`config.mk`:
```
export PLATFORM = sky130hd
export DESIGN_NAME = aes_controller_output
export DESIGN_NICKNAME = d
export VERILOG_FILES = /design/src/rtl/aes_controller_output.sv
export SDC_FILE = /design/constraint.sdc
export NUM_CORES = 1
export LEC_CHECK = 0
export BUFFER_PORTS_ARGS = -buffer_cell sky130_fd_sc_hd__buf_4
export CORE_ASPECT_RATIO = 1.75
export CORE_MARGIN = 2
export CORE_UTILIZATION = 30
export CTS_CLUSTER_SIZE = 25
export DETAILED_ROUTE_END_ITERATION = 8
export GPL_TIMING_DRIVEN = 0
export SLEW_MARGIN = 20
export SYNTH_ARGS = -nofsm -noshare
export SYNTH_HDL_FRONTEND = slang
export SYNTH_SLANG_ARGS = --single-unit
```
`constraint.sdc`:
```
create_clock -name clk -period 5.2 [get_ports clk]
set_input_delay 1.3 -clock clk [delete_from_list [all_inputs] [get_ports clk]]
set_output_delay 1.3 -clock clk [all_outputs]
set_load 0.005 [all_outputs]
```
`src/rtl/aes_controller_output.sv`:
```
// Output stage of the AES controller: serializes result blocks from the output FIFO into
// AXI-Stream beats, with a one-block skid register so consecutive blocks stream without bubbles.
module aes_controller_output #(
  parameter int BUS_DATA_WIDTH  = 32,
  parameter int FIFO_DATA_WIDTH = 128,
  parameter int BLK_CNT_WIDTH   = 16
) (
  input  logic                         clk,
  input  logic                         reset,
  input  logic                         fifo_read_tvalid,
  output logic                         fifo_read_tready,
  input  logic [FIFO_DATA_WIDTH-1:0]   fifo_rdata,
  input  logic                         fifo_rlast,
  output logic                         m_axis_tvalid,
  input  logic                         m_axis_tready,
  output logic [BUS_DATA_WIDTH-1:0]    m_axis_tdata,
  output logic [BUS_DATA_WIDTH/8-1:0]  m_axis_tkeep,
  output logic                         m_axis_tlast,
  output logic                         out_busy,
  output logic                         pkt_done,
  output logic [BLK_CNT_WIDTH-1:0]     blk_count
);

  // state     | meaning
  // IDLE      | shift and skid registers both empty
  // SEND      | shift register holds a block, skid empty
  // SEND_FULL | shift and skid both hold a block

  localparam int WORDS_PER_BLK = FIFO_DATA_WIDTH / BUS_DATA_WIDTH;
  localparam int IDX_W = (WORDS_PER_BLK > 1) ? $clog2(WORDS_PER_BLK) : 1;
  localparam logic [IDX_W-1:0] LAST_IDX = IDX_W'(WORDS_PER_BLK - 1);

  typedef enum logic [1:0] {IDLE, SEND, SEND_FULL} state_t;

  state_t state, state_nxt;

  logic [FIFO_DATA_WIDTH-1:0] shift_data, skid_data;
  logic                       shift_last, skid_last;
  logic [IDX_W-1:0]           idx;
  logic [WORDS_PER_BLK-1:0][BUS_DATA_WIDTH-1:0] shift_words;

  logic fifo_hs, beat_hs, final_hs;
  logic load_shift_fifo, load_shift_skid, load_skid;

  assign shift_words = shift_data;

  // ready depends only on the state register and reset, never on the FIFO inputs
  assign fifo_read_tready = (state != SEND_FULL) && !reset;
  assign m_axis_tvalid    = (state != IDLE);
  assign m_axis_tdata     = shift_words[idx];
  assign m_axis_tkeep     = '1;
  assign m_axis_tlast     = m_axis_tvalid && shift_last && (idx == LAST_IDX);
  assign out_busy         = (state != IDLE);

  assign fifo_hs  = fifo_read_tvalid && fifo_read_tready;
  assign beat_hs  = m_axis_tvalid && m_axis_tready;
  assign final_hs = beat_hs && (idx == LAST_IDX);

  always_comb begin
    state_nxt       = state;
    load_shift_fifo = 1'b0;
    load_shift_skid = 1'b0;
    load_skid       = 1'b0;
    case (state)
      IDLE: begin
        if (fifo_hs) begin
          load_shift_fifo = 1'b1;
          state_nxt       = SEND;
        end
      end
      SEND: begin
        if (final_hs) begin
          if (fifo_hs) load_shift_fifo = 1'b1;
          else         state_nxt       = IDLE;
        end else if (fifo_hs) begin
          load_skid = 1'b1;
          state_nxt = SEND_FULL;
        end
      end
      SEND_FULL: begin
        if (final_hs) begin
          load_shift_skid = 1'b1;
          state_nxt       = SEND;
        end
      end
      default: state_nxt = IDLE;
    endcase
  end

  always_ff @(posedge clk) begin
    if (reset) begin
      state      <= IDLE;
      shift_data <= '0;
      shift_last <= 1'b0;
      skid_data  <= '0;
      skid_last  <= 1'b0;
      idx        <= '0;
      blk_count  <= '0;
      pkt_done   <= 1'b0;
    end else begin
      state    <= state_nxt;
      pkt_done <= final_hs && shift_last;
      if (load_shift_fifo) begin
        shift_data <= fifo_rdata;
        shift_last <= fifo_rlast;
      end else if (load_shift_skid) begin
        shift_data <= skid_data;
        shift_last <= skid_last;
      end
      if (load_skid) begin
        skid_data <= fifo_rdata;
        skid_last <= fifo_rlast;
      end
      if (final_hs)     idx <= '0;
      else if (beat_hs) idx <= idx + IDX_W'(1);
      // the block that carries tlast closes the packet, so the count restarts
      if (final_hs)
        blk_count <= shift_last ? '0 : blk_count + BLK_CNT_WIDTH'(1);
    end
  end

endmodule
```
==> flow_metrics.env <==
export IMPL_multi_input_area_sq_um=5040
export IMPL_pre_cts_ws_ns=1.66
export IMPL_mostFrequentLayoutCell="sky130_fd_sc_hd__nand2_1"
export IMPL_layout_filler_cells=3769
export IMPL_fp_dieArea_sq_um=38800
export IMPL_pwr_share_comb_pct=9.8
export IMPL_grt_max_degree=15
export IMPL_detail_route_wirelength_um=38200
export IMPL_maxCapViolations=0
export IMPL_route_vias_total=10227
export IMPL_synth_cell_area_sq_um=11200
export IMPL_min_period_ns=3.89
export IMPL_regArea_sq_um=5590
export IMPL_dr_first_iter_drc_count=698
export IMPL_synth_sequential_area_ratio_pct=50.1
export IMPL_cp_data_required_time_ns=3.90
export IMPL_core_area_sq_um=36800
export IMPL_place_detailed_hpwl_um=29600
export IMPL_die_x_um=150
export IMPL_cts_sink_count=279
export IMPL_layout_cell_area_non_filler_sq_um=14000
export IMPL_avgRoutedWirePerCell_um=19.0
export IMPL_clock_path_buffers=3
export IMPL_cts_buffers_inserted=26
export IMPL_timing_critical_path_from_type="flop"
export IMPL_detail_route_antenna_nets=0
export IMPL_holdWs_ns=0.452
export IMPL_r2r_cells=8
export IMPL_worst_pin_slew_ns=0.774
export IMPL_first_global_vias=9959
export IMPL_skew_pair_late_insertion_delay_ns=0.56
export IMPL_clock_tree_htree_level_count=1
export IMPL_yosysWarnings=0
export IMPL_final_setup_tns_ns=0
export IMPL_final_critical_path_setup_slack_ns=1.31
export IMPL_cts_repair_resize_count=0
export IMPL_placementRows=93
export IMPL_dieHeight_um=259
export IMPL_post_synth_inst_count=1300
export IMPL_gr_total_overflow=0
export IMPL_power_switching_mw=1.14
export IMPL_clock_power_share_pct=42.2
export IMPL_path_max_fanout=10
export IMPL_grt_pass1_wl_um=57000
export IMPL_rsz0062_at_grt="no"
export IMPL_synth_area_per_cell_sq_um=8.58
export IMPL_cpPeakStageDelay_ns=0.62
export IMPL_syn2layout_area_growth_pct=25.7
export IMPL_irDropWorstVdd_uv=187
export IMPL_drv_slew=0
export IMPL_clkSlewWorstSetupHoldPaths_ns=0.07
export IMPL_initial_utilization_pct=30.3
export IMPL_via_per_inst=5.09
export IMPL_maxClockFrequency_mhz=257
export IMPL_yosysUniqueCellTypes=36
export IMPL_placedInstanceArea_sq_um=13100
export IMPL_finalSetupViolCount=0
export IMPL_holdPathStages=2
export IMPL_clock_tree_from_tritoncts="yes"
export IMPL_setup_worst_path_class="flop to output pin"
export IMPL_min_period_over_period_pct=74.8
export IMPL_category_of_the_worst_setup_path_capture_point="output pin"
export IMPL_grtUsageTotal_pct=19.1
export IMPL_path_cells="clkbuf_1, buf_2, mux4_2, buf_4"
export IMPL_power_density_cell_area_nw_per_um2=335
export IMPL_num_io_pins=190
export IMPL_power_share_switching_pct=24.3
export IMPL_crit_path_top_delay_cell="sky130_fd_sc_hd__mux4_2"
export IMPL_ctsHoldBuffers=0
export IMPL_grt_antenna_before_repair=1
export IMPL_cts_repair_timing_setup_buffer_count=0
export IMPL_hold_path_class="flop to flop"
export IMPL_finalNetCount=1650
export IMPL_cellLeakagePower_nw=4.99
export IMPL_power_frac_seq_pct=48.0
export IMPL_clock_tree_root_cell="sky130_fd_sc_hd__clkbuf_16"
export IMPL_timing_clock_skew_ns=0.0300
export IMPL_layout_cells_most_common_list="sky130_fd_sc_hd__nand2_1 (394), sky130_fd_sc_hd__dfxtp_1 (279), sky130_fd_sc_hd__a21oi_1 (270)"
export IMPL_final_layout_size_suffix_gt1_share_pct=21.2
export IMPL_yosys_register_bits=279
export IMPL_gp_routability_congestion=0.863
export IMPL_p_int_mw=3.55
export IMPL_crit_arrival_ns=2.59
export IMPL_remaining_drc_errors=0
export IMPL_slew_headroom_pct=48.4
export IMPL_status="finished, final reports clean"
export IMPL_buffer_ports_inserted=184
export IMPL_final_hold_vio_count=0
export IMPL_drt_pass1_iter_count=5
==> flip-flops by register name, summed over array words and instances, names as in the netlist <==
name and flops:
skid_last 1, shift_last 1, skid_data 128, blk_count 16, idx 2, shift_data 128, state 2, pkt_done 1
==> power by group through the flow <==
stage               Clock [mW]  Combinational (mW)  Sequential [mW]
global route              2.10               0.501             2.26
floorplan                    0               0.241             2.28
global placement             0               0.454             2.30
finish                    1.98               0.460             2.25
detailed placement           0               0.461             2.30
CTS                       2.02               0.463             2.25
==> metal layers <==
layer  track usage [%]  wire length (um)  vias up
li1                  -                 -     4948
met1              20.2             13700     4851
met2              36.7             20500      354
met3              2.83              2320       74
met4              8.70              1750        0
met5                 0                 0        -
==> path summary, 6_finish.rpt <==
| check | from | end | slack (ns) |
|---|---|---|---|
| worst min register to register | shift_data[110]$_SDFFE_PP0P_ | shift_data[110]$_SDFFE_PP0P_ | 0.45 |
| worst min-delay path | shift_data[110]$_SDFFE_PP0P_ | shift_data[110]$_SDFFE_PP0P_ | 0.45 |
| worst max register to register | idx[0]$_SDFFE_PP0P_ | shift_data[47]$_SDFFE_PP0P_ | 2.76 |
| worst max-delay path | idx[0]$_SDFFE_PP0P_ | m_axis_tdata[16] | 1.31 |
==> Yosys cell counts <==
| cell type | number | area, sq um |
|---|---|---|
| sky130_fd_sc_hd__nor3b_1 | 2 | 15.0 |
| sky130_fd_sc_hd__xnor2_1 | 3 | 26.3 |
| sky130_fd_sc_hd__nor2_1 | 13 | 48.8 |
| sky130_fd_sc_hd__buf_2 | 58 | 290 |
| sky130_fd_sc_hd__dfxtp_1 | 279 | 5590 |
| sky130_fd_sc_hd__or3_1 | 4 | 25.0 |
| sky130_fd_sc_hd__o21ai_0 | 6 | 30.0 |
| sky130_fd_sc_hd__buf_4 | 5 | 37.5 |
| sky130_fd_sc_hd__or2_2 | 3 | 18.8 |
| sky130_fd_sc_hd__clkbuf_1 | 53 | 199 |
| sky130_fd_sc_hd__ha_1 | 2 | 25.0 |
| sky130_fd_sc_hd__a21oi_1 | 270 | 1350 |
| sky130_fd_sc_hd__and2_1 | 1 | 6.26 |
| sky130_fd_sc_hd__o31ai_1 | 2 | 15.0 |
| sky130_fd_sc_hd__or4_4 | 1 | 11.3 |
| sky130_fd_sc_hd__nor2b_1 | 3 | 18.8 |
| sky130_fd_sc_hd__o211ai_4 | 1 | 21.3 |
| sky130_fd_sc_hd__nand4_1 | 6 | 37.5 |
| sky130_fd_sc_hd__a21bo_2 | 1 | 10.0 |
| sky130_fd_sc_hd__buf_1 | 2 | 7.51 |
| sky130_fd_sc_hd__o21a_1 | 1 | 7.51 |
| sky130_fd_sc_hd__nand3b_1 | 1 | 7.51 |
| sky130_fd_sc_hd__a31oi_1 | 1 | 6.26 |
| sky130_fd_sc_hd__and3_1 | 3 | 18.8 |
| sky130_fd_sc_hd__and4_1 | 1 | 8.76 |
| sky130_fd_sc_hd__nand2_1 | 394 | 1480 |
| sky130_fd_sc_hd__nor3_1 | 4 | 20.0 |
| sky130_fd_sc_hd__or4_1 | 2 | 15.0 |
| sky130_fd_sc_hd__conb_1 | 1 | 3.75 |
| sky130_fd_sc_hd__nand3_1 | 5 | 25.0 |
| sky130_fd_sc_hd__nand2b_1 | 3 | 18.8 |
| sky130_fd_sc_hd__mux4_2 | 32 | 721 |
| sky130_fd_sc_hd__and4b_1 | 1 | 10.0 |
| sky130_fd_sc_hd__xor2_1 | 6 | 52.6 |
| sky130_fd_sc_hd__a22oi_1 | 129 | 968 |
| sky130_fd_sc_hd__o211a_1 | 1 | 10.0 |
==> critical path, delay by kind of cell (launching register included) <==
family                 cells  cell delay [ns]
buffers and inverters      3             1.10
multiplexers               1             0.62
flip-flops                 1             0.34
==> through the flow <==
stage / instances / total power, mW / utilization (%)
2_1_floorplan: 1303 / 2.52 / -
3_3_place_gp: 1962 / 2.75 / 35.7
3_5_place_dp: 1962 / 2.76 / 35.7
4_1_cts: 2008 / 4.73 / 38.1
5_1_grt: 2009 / 4.86 / 38.1
6_report: 2009 / 4.70 / 38.1
==> logic make-up (layout without fill, tap and decap cells) <==
kind of cell / Yosys count / in the layout / share of synthesized area, %
compound gates: 412 / 412 / 21.7
xor+xnor: 9 / 9 / 0.707
fa+ha+maj: 2 / 2 / 0.224
buf+inv: 118 / 348 / 4.79
flops: 279 / 279 / 50.1
mux: 32 / 32 / 6.46
other cells: 1 / 5 / 0.0336
simple gates: 447 / 447 / 16.0
==> final cells by class <==
class | instances | share of cell area, %
Antenna cell | 1 | 0.0179
Buffer | 118 | 3.81
Clock buffer | 37 | 5.29
Clock inverter | 9 | 0.937
Multi-Input combinational cell | 906 | 36.0
Sequential cell | 279 | 39.9
Tap cell | 475 | 4.24
Timing Repair Buffer | 184 | 9.86
Power figures use the tool's default switching activity.
